File: config.mk
export PLATFORM = sky130hd
export DESIGN_NAME = clk_period_meter
export DESIGN_NICKNAME = d
export VERILOG_FILES = /design/src/rtl/clk_meas_pkg.sv /design/src/rtl/sync_edge_detect.sv /design/src/rtl/clk_period_meter.sv
export SDC_FILE = /design/constraint.sdc
export NUM_CORES = 1
export LEC_CHECK = 0
export CAP_MARGIN = 10
export CORE_MARGIN = 8
export CORE_UTILIZATION = 35
export CTS_CLUSTER_DIAMETER = 100
export DETAILED_ROUTE_END_ITERATION = 6
export PLACE_DENSITY_LB_ADDON = 0.12
export SLEW_MARGIN = 20
export SYNTH_ARGS = -nofsm -noshare
export SYNTH_HDL_FRONTEND = slang
export SYNTH_SLANG_ARGS = --single-unit
File: constraint.sdc
create_clock -name clock_in -period 11.6 [get_ports clock_in]
set_input_delay 1.74 -clock clock_in [delete_from_list [all_inputs] [get_ports clock_in]]
set_output_delay 1.74 -clock clock_in [all_outputs]
set_load 0.02 [all_outputs]
File: src/rtl/clk_meas_pkg.sv
// Shared constants and FSM encoding for the clock period meter.
package clk_meas_pkg;

    localparam int WIDTH_DEF   = 28;
    localparam int TIMEOUT_DEF = 100000;

    typedef enum logic [1:0] {
        IDLE  = 2'd0,
        ARMED = 2'd1,
        RUN   = 2'd2
    } meas_state_e;

endpackage

File: src/rtl/sync_edge_detect.sv
// Multi-flop synchroniser followed by a single-cycle rise/fall detector.
// SYNC_STAGES must be at least 2.
module sync_edge_detect #(
    parameter int SYNC_STAGES = 2
) (
    input  logic clock_in,
    input  logic reset,
    input  logic sig_in,
    output logic level,
    output logic rise,
    output logic fall
);

    logic [SYNC_STAGES-1:0] sync_p0;
    logic                   prev_p1;

    always_ff @(posedge clock_in or posedge reset) begin
        if (reset) begin
            sync_p0 <= '0;
            prev_p1 <= 1'b0;
        end else begin
            sync_p0 <= {sync_p0[SYNC_STAGES-2:0], sig_in};
            prev_p1 <= sync_p0[SYNC_STAGES-1];
        end
    end

    // Edge stage: compare the synchronised level against its one-cycle delay
    assign level = sync_p0[SYNC_STAGES-1];
    assign rise  = level & ~prev_p1;
    assign fall  = ~level & prev_p1;

endmodule

File: src/rtl/clk_period_meter.sv
// Measures period and high time of a slow clock in clock_in cycles, with a
// stall flag when no rising edge arrives within TIMEOUT cycles.
module clk_period_meter
    import clk_meas_pkg::*;
#(
    parameter int               WIDTH       = WIDTH_DEF,
    parameter logic [WIDTH-1:0] TIMEOUT     = WIDTH'(TIMEOUT_DEF),
    parameter int               SYNC_STAGES = 2
) (
    input  logic             clock_in,
    input  logic             reset,
    input  logic             sig_in,
    output logic [WIDTH-1:0] period,
    output logic [WIDTH-1:0] high_time,
    output logic             meas_valid,
    output logic             stalled
);

    localparam logic [1:0]       ST_IDLE  = IDLE;
    localparam logic [1:0]       ST_ARMED = ARMED;
    localparam logic [1:0]       ST_RUN   = RUN;
    localparam logic [WIDTH-1:0] CNT_MAX  = {WIDTH{1'b1}};

    logic             level_unused;
    logic             rise;
    logic             fall;
    logic [1:0]       state;
    logic [WIDTH-1:0] cnt;
    logic [WIDTH-1:0] hi_lat;
    logic             timeout_hit;

    sync_edge_detect #(
        .SYNC_STAGES(SYNC_STAGES)
    ) u_sync (
        .clock_in(clock_in),
        .reset   (reset),
        .sig_in  (sig_in),
        .level   (level_unused),
        .rise    (rise),
        .fall    (fall)
    );

    // A rise in the same cycle always beats the timeout
    assign timeout_hit = (cnt == TIMEOUT) && !rise;

    always_ff @(posedge clock_in or posedge reset) begin
        if (reset) begin
            cnt <= '0;
        end else if (rise) begin
            cnt <= WIDTH'(1);
        end else if (cnt != CNT_MAX) begin
            cnt <= cnt + WIDTH'(1);
        end
    end

    // Measurement stage: cnt holds the full period on the rise cycle
    always_ff @(posedge clock_in or posedge reset) begin
        if (reset) begin
            state      <= ST_IDLE;
            hi_lat     <= '0;
            period     <= '0;
            high_time  <= '0;
            meas_valid <= 1'b0;
            stalled    <= 1'b0;
        end else begin
            meas_valid <= 1'b0;
            case (state)
                ST_IDLE: begin
                    if (rise) begin
                        state <= ST_ARMED;
                    end else if (timeout_hit) begin
                        stalled <= 1'b1;
                    end
                end
                ST_ARMED, ST_RUN: begin
                    if (fall) begin
                        hi_lat <= cnt;
                    end
                    if (rise) begin
                        state      <= ST_RUN;
                        period     <= cnt;
                        high_time  <= hi_lat;
                        meas_valid <= 1'b1;
                        stalled    <= 1'b0;
                    end else if (timeout_hit) begin
                        stalled <= 1'b1;
                        state   <= ST_IDLE;
                    end
                end
                default: state <= ST_IDLE;
            endcase
        end
    end

endmodule

# After elaboration in Yosys (flattened, before gate mapping)
# Cells that the tools add are included.
dict set report op_classes {
  n_mux 12
  bitwise 4
  n_addsub 1
  eq_ne 7
  reduce_logical 10
}
# op count
set op_table {}
lappend op_table {{$mux W28} 2}
lappend op_table {{$add A28 B1 Y28 const B} 1}
lappend op_table {{$eq A28 B17 Y1 const B} 1}
lappend op_table {{$ne A28 B28 Y1 const B} 1}
lappend op_table {{$reduce_and A2 Y1} 4}
lappend op_table {{$mux W2} 3}
lappend op_table {{$mux W1} 5}
lappend op_table {{$ne A2 B2 Y1 const B} 2}
lappend op_table {{$pmux W2 S2} 1}
lappend op_table {{$reduce_bool A2 Y1} 2}
lappend op_table {{$ne A3 B3 Y1 const B} 1}
lappend op_table {{$and A1 B1 Y1} 2}
lappend op_table {{$eq A2 B1 Y1 const B} 1}
lappend op_table {{$eq A2 B2 Y1 const B} 1}
lappend op_table {{$logic_not A2 Y1} 1}
lappend op_table {{$not A1 Y1} 2}
lappend op_table {{$pmux W1 S2} 1}
lappend op_table {{$reduce_or A2 Y1} 1}
lappend op_table {{$logic_and A1 B1 Y1} 1}
lappend op_table {{$logic_not A1 Y1} 1}
dict set report word_totals {
  regBits 119
  elab_cells 43
  output_inout_bits 58
  in_bits 3
}

# Depth between registers and ports, before layout
# Gate-level depths: netlist of run 1.
dict set report depth {
  depth_word 7
  depth_mapped 7
  ltp_nobuf 7
}

# Hierarchy
# From an unflattened synthesis of run 1, not the netlist that was laid out.
dict set report unflattened {
  cells_unflattened 392
  area_unflattened_um2 5029.8
}
# module cells_per_inst seq_area_each_um2 instances area_each_um2
set by_module_without_submodules {}
lappend by_module_without_submodules {clk_period_meter 386 2902.8 1 4936.0}
lappend by_module_without_submodules {sync_edge_detect 6 75.1 1 93.8}

# Worst setup path before layout of run 1
# No wires, ideal clock.
dict set report synth_timing {
  kind {register -> output}
  from {reg stalled}
  to {out stalled}
  t_required_ps 9860
  arrival_time_ps 433
  setup_slack_ps 9427
  n_path_buf 0
  path_stages_with_launch 1
  cell_sequence {dfrtp_1}
}
# element line
set synth_rtl {}
lappend synth_rtl {{start: declaration} clk_period_meter.sv:16} ;# output logic stalled
lappend synth_rtl {{start signal: assignment} clk_period_meter.sv:64} ;# stalled <= 1'b0;
lappend synth_rtl {{start signal: assignment} clk_period_meter.sv:72} ;# stalled <= 1'b1;
lappend synth_rtl {{start signal: assignment} clk_period_meter.sv:84} ;# stalled <= 1'b0;
# No word-level cell between the ends.

# Final worst setup path of run 1
dict set report layout_timing {
  from {reg stalled}
  to {out stalled}
}
# No word-level cell between the ends.

==> results of run 1 <==
worst max-delay path by stage:
| stage | start | to | slack (ps) | cells after the start |
|---|---|---|---|---|
| floorplan | reset | cnt[0] | 6700 | 1 |
| global placement | reset | high_time[18] | 7960 | 3 |
| detailed placement | reset | cnt[25] | 7930 | 3 |
| CTS | reset | cnt[27] | 8360 | 3 |
| global route | stalled | stalled | 8360 | 1 |
| finish | stalled | stalled | 8440 | 1 |
cells by family (layout without fill, tap and decap cells):
group / count (synthesis) / count (layout) / share of synthesized area
buf+inv: 29 / 103 / 0.02491
fa+ha+maj: 3 / 3 / 0.007399
mux: 81 / 81 / 0.1795
flops: 119 / 119 / 0.5869
compound gates: 48 / 48 / 0.05746
xor+xnor: 7 / 7 / 0.01208
simple gates: 105 / 105 / 0.1317
cell usage after synthesis, types with 2 or more instances:
cell	n	share of area
or3_1	7	0.0086
xnor2_1	7	0.012
nor4_2	3	0.0074
clkbuf_1	9	0.0067
nor2_1	15	0.011
mux2_2	80	0.18
nand4_4	2	0.0084
inv_1	7	0.0052
o21ai_0	18	0.018
dfrtp_1	119	0.59
or4_1	4	0.0059
and2_1	4	0.0049
ha_1	3	0.0074
nand3_1	13	0.013
and3_1	6	0.0074
buf_2	7	0.0069
nand4_1	8	0.0099
nor4b_1	2	0.0035
and4_1	4	0.0069
nand2b_1	2	0.0025
buf_1	4	0.0030
a21oi_1	10	0.0099
nand2_1	19	0.014
nand3_2	2	0.0039
a211oi_1	2	0.0030
a31oi_1	9	0.011
nor3_1	2	0.0020
nor4_1	4	0.0049
final cells by class:
cell class | instances | area [um^2] | area share
Inverter | 7 | 28.78 | 0.004485
Sequential cell | 119 | 2978 | 0.4641
Clock inverter | 12 | 128.9 | 0.02009
Tap cell | 184 | 230.2 | 0.03588
Timing Repair Buffer | 64 | 634.4 | 0.09887
Clock buffer | 20 | 446.7 | 0.06962
Multi-Input combinational cell | 244 | 1969 | 0.3069
per-layer routing:
layer	routed length [um]	up-vias	global-route usage
li1	-	1557	-
met5	0	-	0
met3	553	10	0.03917
met2	5216	66	0.1941
met4	106	0	0.04332
met1	5704	1671	0.1834
through the flow:
stage	instances	setup WS [ps]	total power, mW	area, um^2	hold WS, ps
after detailed placement	618	7928	0.6583	5837	337.9
after CTS	650	8358	1.172	6412	353.6
after floorplan	392	6703	0.5940	5074	331.2
after global placement	618	7957	0.6548	5837	338.2
final	650	8440	1.156	6416	348.8
after global routing	650	8358	1.209	6416	359.9
state kept, by name, summed over array words and instances (netlist names):
signal          flops
high_time          28
state               2
meas_valid          1
u_sync.prev_p1      1
stalled             1
u_sync.sync_p0      2
period             28
cnt                28
hi_lat             28
where the power goes:
part | leakage (nW) | internal, mW | switching, mW
clock network | 0.276 | 0.321 | 0.187
registers | 1.63 | 0.446 | 0.0314
logic | 1.05 | 0.0786 | 0.0926
==> qor.json, run 1 <==
{
  "timing": {
    "final-setup-viol-count": 0,
    "final-max-slew-violation-count": 0,
    "relative_slew_slack": 0.5129,
    "tightestPinTransition_ps": 730.7,
    "max_freq_mhz": 316.5,
    "rsz0062_at_grt": "no",
    "report.final.hold_viol_count": 0,
    "final.period_utilization": 0.2724,
    "fin_setup_tns_ps": 0,
    "finalCriticalPeriod_ps": 3160,
    "final.setup_skew_ps": 10.23
  },
  "cells_and_area": {
    "layout.nets": 459,
    "area_growth_pct": 26.46,
    "layout.cells.most_common": "dfrtp_1",
    "layout.core_utilization": 0.4465,
    "final.fill_count": 1300,
    "antenna_cells": 0,
    "drive_above_1_share": 0.2790,
    "final_cell_mix": "dfrtp_1 (119), mux2_2 (80), clkdlybuf4s50_1 (60)"
  },
  "synthesis": {
    "number_of_enable_flip_flop_cells_after_synthesis": 0,
    "cell_variety_after_synth": 48,
    "postSynth.topFlopCell": "dfrtp_1",
    "avgSynthCellArea_um2": 12.94,
    "warning_count_from_the_yosys_run": 0,
    "synth.yosys.seq_area_share": 0.5869,
    "synth.cell_area_um2": 5074,
    "netlist_instances": 392,
    "ys_seq_elements": 119,
    "synthArstFlopShare": 1.000,
    "synth_fp_nets": 398
  },
  "routing": {
    "via_count": 3304,
    "drcViolationCount": 0,
    "antenna_left": 0,
    "drt_iter0_markers": 248,
    "route.final.wire_length_mm": 11.58,
    "dr.pass1.iters": 4,
    "route.detailed.wl_per_inst_um": 17.82,
    "route.detailed.vias_per_inst": 5.083
  },
  "setup_path": {
    "cp.arrival_ps": 1420,
    "worst-path-buf-inv": 1,
    "crit_path_max_fanout": 3,
    "timing.critical_path.slowest_stage_cell": "clkdlybuf4s50_1",
    "register_to_register_path_depth": 6,
    "critical_path.max_stage_delay_ps": 630,
    "worst_setup_path_end_kind": "primary output",
    "element_type_at_the_critical_path_start": "register",
    "timing.critical_path.cells": "clkdlybuf4s50_1",
    "category_of_the_critical_setup_timing_path": "reg -> out",
    "r2r_start": "cnt[0]",
    "r2r-end": "cnt[9]",
    "register_to_register_setup_slack_ps": 9240,
    "critical-path-top-delay-family": "buffers and inverters",
    "timing.critical_path.required_ps": 9860
  },
  "min_path": {
    "source_of_the_worst_hold_timing_path": "u_sync.sync_p0[0]",
    "path_class_of_the_lowest_slack_min_delay_path": "reg -> reg",
    "hold_path_end": "u_sync.sync_p0[1]",
    "hold-path-cell-count": 0
  },
  "clock_network": {
    "cts_hold_buffers": 0,
    "cts-root-to-sink-buffers": 2,
    "cts_tree": "done",
    "clkSlewWorstSetupHoldPaths_ps": 60,
    "tritoncts.num_buffers": 17,
    "clock_tree.htree_level_count": 4,
    "buffers_inserted_during_post_cts_setup_optimization": 0,
    "number_of_resized_instances_in_the_post_cts_repair_step": 0,
    "cts_sinks": 119,
    "clkLatencyLatePin_ps": 410,
    "root_buffer": "clkbuf_16"
  },
  "power_and_ir_drop": {
    "pwr_density_cell_nw_per_um2": 180.2,
    "ir_drop_mv": 0.1091,
    "leakagePower_nw": 2.959
  },
  "place": {
    "buffer_ports.inserted": 60,
    "detailed_place_hpwl_mm": 7.484,
    "place.gp.congestion": 0.7764
  },
  "floorplan": {
    "core_region_area_um2": 14370,
    "placement_rows": 44,
    "die_y_um": 136.4,
    "ioPinCount": 61,
    "initial_utilization": 0.3531,
    "fp.dieArea_um2": 18610,
    "die_w_um": 136.4
  },
  "grt": {
    "grt_max_degree": 81,
    "global_route.overflow_total": 0,
    "grt_pass1_wl_mm": 18.97,
    "groute.usage.overall": 0.1325,
    "grt_antenna_before_repair": 0,
    "first_global_vias": 3394
  },
  "flow_run": {
    "max-cap-violations": 0
  },
  "run_status": {
    "run_status": "finished clean"
  }
}
(Power assumes the default switching activity.)
==> run 2: changes to the inputs <==
- clock period: 11.6 -> 3.3 ns (I/O delays scaled with it)
==> run 2 against run 1 <==
  * Clock power grew to 3.3 times the previous value
  * Critical path depth is 5 higher
  * Flip-flop and latch count unchanged
  * Clock skew is 3.9 ps higher
  * Die area did not move
  * Critical endpoint is now cnt[9]
  * Via count up 0.85%
==> qor.json, run 2 (synthesis gave the netlist of run 1 again) <==
{
  "grt": {
    "first_global_vias": {"value": 3387, "change": "-0.21%"},
    "groute.usage.overall": {"value": 0.1325, "change": "about the same"},
    "global_route.overflow_total": {"value": 0, "change": "unchanged"},
    "grt_max_degree": {"value": 120, "change": "+48%"},
    "grt_pass1_wl": {"value": 18.89, "unit": "mm", "change": "-0.44%"},
    "grt_antenna_before_repair": {"value": 0, "change": "unchanged"}
  },
  "clock_network": {
    "root_buffer": "clkbuf_16",
    "clkSlewWorstSetupHoldPaths": {"value": 60, "unit": "ps", "change": "about the same"},
    "clock_tree.htree_level_count": {"value": 4, "change": "unchanged"},
    "number_of_resized_instances_in_the_post_cts_repair_step": {"value": 0, "change": "unchanged"},
    "clkLatencyLatePin": {"value": 400, "unit": "ps", "change": "about the same"},
    "cts_tree": "done",
    "buffers_inserted_during_post_cts_setup_optimization": {"value": 0, "change": "unchanged"},
    "tritoncts.num_buffers": {"value": 17, "change": "unchanged"},
    "cts-root-to-sink-buffers": {"value": 2, "change": "unchanged"},
    "cts_hold_buffers": {"value": 0, "change": "unchanged"},
    "cts_sinks": {"value": 119, "change": "unchanged"}
  },
  "timing": {
    "fin_setup_tns": {"value": 0, "unit": "ps", "change": "unchanged"},
    "final-setup-viol-count": {"value": 0, "change": "unchanged"},
    "tightestPinTransition": {"value": 652.5, "unit": "ps", "change": "-78.13 ps"},
    "rsz0062_at_grt": "no",
    "max_freq_mhz": 415.7,
    "final.setup_skew": {"value": 14.16, "unit": "ps", "change": "+3.930 ps"},
    "relative_slew_slack": {"value": 0.5650, "change": "+0.05208"},
    "final.period_utilization": 0.7289,
    "finalCriticalPeriod_ps": 2405,
    "final-max-slew-violation-count": {"value": 0, "change": "unchanged"},
    "report.final.hold_viol_count": {"value": 0, "change": "unchanged"}
  },
  "power_and_ir_drop": {
    "ir_drop": {"value": 0.3896, "unit": "mV", "change": "+260%"},
    "leakagePower": {"value": 2.952, "unit": "nW", "change": "-0.24%"},
    "pwr_density_cell": {"value": 614.2, "unit": "nW/um^2", "change": "+240%"},
    "totalPowerFinal": {"value": 3.928, "unit": "mW", "change": "+240%"}
  },
  "setup_path": {
    "worst-path-buf-inv": {"value": 0, "change": "-1"},
    "critical-path-top-delay-family": "simple AND/OR/NAND/NOR gates",
    "r2r_start": "cnt[0]",
    "cp.arrival": {"value": 2730, "unit": "ps", "change": "+1310 ps"},
    "timing.critical_path.cells": "ha_1 -> nand3_1 -> nor3_1 -> nand3_2 -> and4_4 -> nor3_2",
    "register_to_register_path_depth": {"value": 6, "change": "unchanged"},
    "crit_path_max_fanout": {"value": 9, "change": "+6"},
    "timing.critical_path.required": {"value": 3620, "unit": "ps", "change": "-6240 ps"},
    "register_to_register_setup_slack": {"value": 890, "unit": "ps", "change": "-8350 ps"},
    "worst_setup_path_end_kind": "register",
    "category_of_the_critical_setup_timing_path": "reg -> reg",
    "critical_path.max_stage_delay": {"value": 530, "unit": "ps", "change": "-100 ps"},
    "timing.critical_path.slowest_stage_cell": "dfrtp_1",
    "r2r-end": "cnt[9]",
    "element_type_at_the_critical_path_start": "register"
  },
  "cells_and_area": {
    "finalNonFillerCells": {"value": 650, "change": "unchanged"},
    "final_cell_mix": "dfrtp_1 (119), mux2_2 (80), clkdlybuf4s50_1 (60)",
    "antenna_cells": {"value": 0, "change": "unchanged"},
    "layout.core_utilization": {"value": 0.4451, "change": "-0.001480"},
    "layout.nets": {"value": 461, "change": "+0.44%"},
    "area_growth_pct": 26.04,
    "layout.cells.most_common": "dfrtp_1",
    "drive_above_1_share": {"value": 0.2768, "change": "-0.002146"}
  },
  "routing": {
    "drt_iter0_markers": {"value": 285, "change": "+15%"},
    "drcViolationCount": {"value": 0, "change": "unchanged"},
    "route.detailed.wl_per_inst": {"value": 17.47, "unit": "um", "change": "-1.9%"},
    "via_count": {"value": 3332, "change": "+0.85%"},
    "route.detailed.vias_per_inst": {"value": 5.126, "change": "+0.85%"},
    "antenna_left": {"value": 0, "change": "unchanged"},
    "route.final.wire_length": {"value": 11.36, "unit": "mm", "change": "-1.9%"},
    "dr.pass1.iters": {"value": 4, "change": "unchanged"}
  },
  "min_path": {
    "hold_path_end": "u_sync.sync_p0[1]",
    "path_class_of_the_lowest_slack_min_delay_path": "reg -> reg",
    "hold-path-cell-count": {"value": 0, "change": "unchanged"},
    "source_of_the_worst_hold_timing_path": "u_sync.sync_p0[0]"
  },
  "floorplan": {
    "fp.dieArea": {"value": 18610, "unit": "um^2", "change": "unchanged"},
    "die_w": {"value": 136.4, "unit": "um", "change": "unchanged"},
    "initial_utilization": {"value": 0.3531, "change": "unchanged"},
    "placement_rows": {"value": 44, "change": "unchanged"},
    "ioPinCount": {"value": 61, "change": "unchanged"},
    "die_y": {"value": 136.4, "unit": "um", "change": "unchanged"},
    "core_region_area": {"value": 14370, "unit": "um^2", "change": "unchanged"}
  },
  "place": {
    "detailed_place_hpwl": {"value": 7.507, "unit": "mm", "change": "+0.30%"},
    "buffer_ports.inserted": {"value": 60, "change": "unchanged"},
    "place.gp.congestion": {"value": 0.7555, "change": "-2.7%"},
    "place_inst": {"value": 620, "change": "+0.32%"}
  },
  "flow_run": {
    "max-cap-violations": {"value": 0, "change": "unchanged"}
  },
  "run_status": {
    "run_status": "finished clean"
  }
}
run 2: cell types whose count changed in the layout (fill, tap and decap cells not counted):
cell and delta:
clkinv_4 -3, buf_4 +2, clkinv_2 +2, buf_12 +1, buf_6 -1, bufinv_16 -1, clkinvlp_4 +1, inv_1 +1
inv_2 -1, inv_4 -1
run 2: worst max-delay path by stage:
stage               slack (ps)      to  startpoint  cells after the start
floorplan                 1350  cnt[0]       reset                      1
global placement           970  cnt[9]      cnt[0]                      6
detailed placement         970  cnt[9]      cnt[0]                      6
CTS                        970  cnt[9]      cnt[0]                      6
global route               730  cnt[9]      cnt[0]                      6
finish                     890  cnt[9]      cnt[0]                      6
run 2: layout make-up:
cell class,instances,area (um^2)
Multi-Input combinational cell,244,1969
Inverter,7,30.03
Fill cell,1321,7974
Sequential cell,119,2978
Clock inverter,10,82.58
Tap cell,184,230.2
Timing Repair Buffer,66,658.1
Clock buffer,20,446.7
run 2: metal layers:
metal,global-route usage,vias up,share of wire
met5,0,-,0
met4,0.05308,0,0.0070
met3,0.04176,6,0.052
met2,0.1883,74,0.46
met1,0.1827,1697,0.48
li1,-,1555,-
run 2: metrics by stage:
step,setup slack [ps],hold WS [ps],instance area [um^2]
finish,894.6,346.5,6395
floorplan,1350,331.2,5077
detailed placement,971.2,335.5,5866
global route,726.8,369.6,6395
global placement,971.4,346.3,5866
CTS,967.7,347.3,6395
run 2: where the power goes:
group          switching, mW  internal [mW]  leakage [nW]  total [mW]
Combinational          0.324          0.281          1.06       0.605
Sequential             0.108           1.57          1.63        1.68
Clock                  0.612           1.04         0.257        1.65
Total                   1.04           2.88          2.95        3.93
run 2: worst reg2reg max path: stages (launching register included):
cell     delay (ps)
dfrtp_1         530
ha_1            350
nand3_1         170
nor3_1          520
nand3_2         340
and4_4          290
nor3_2          130
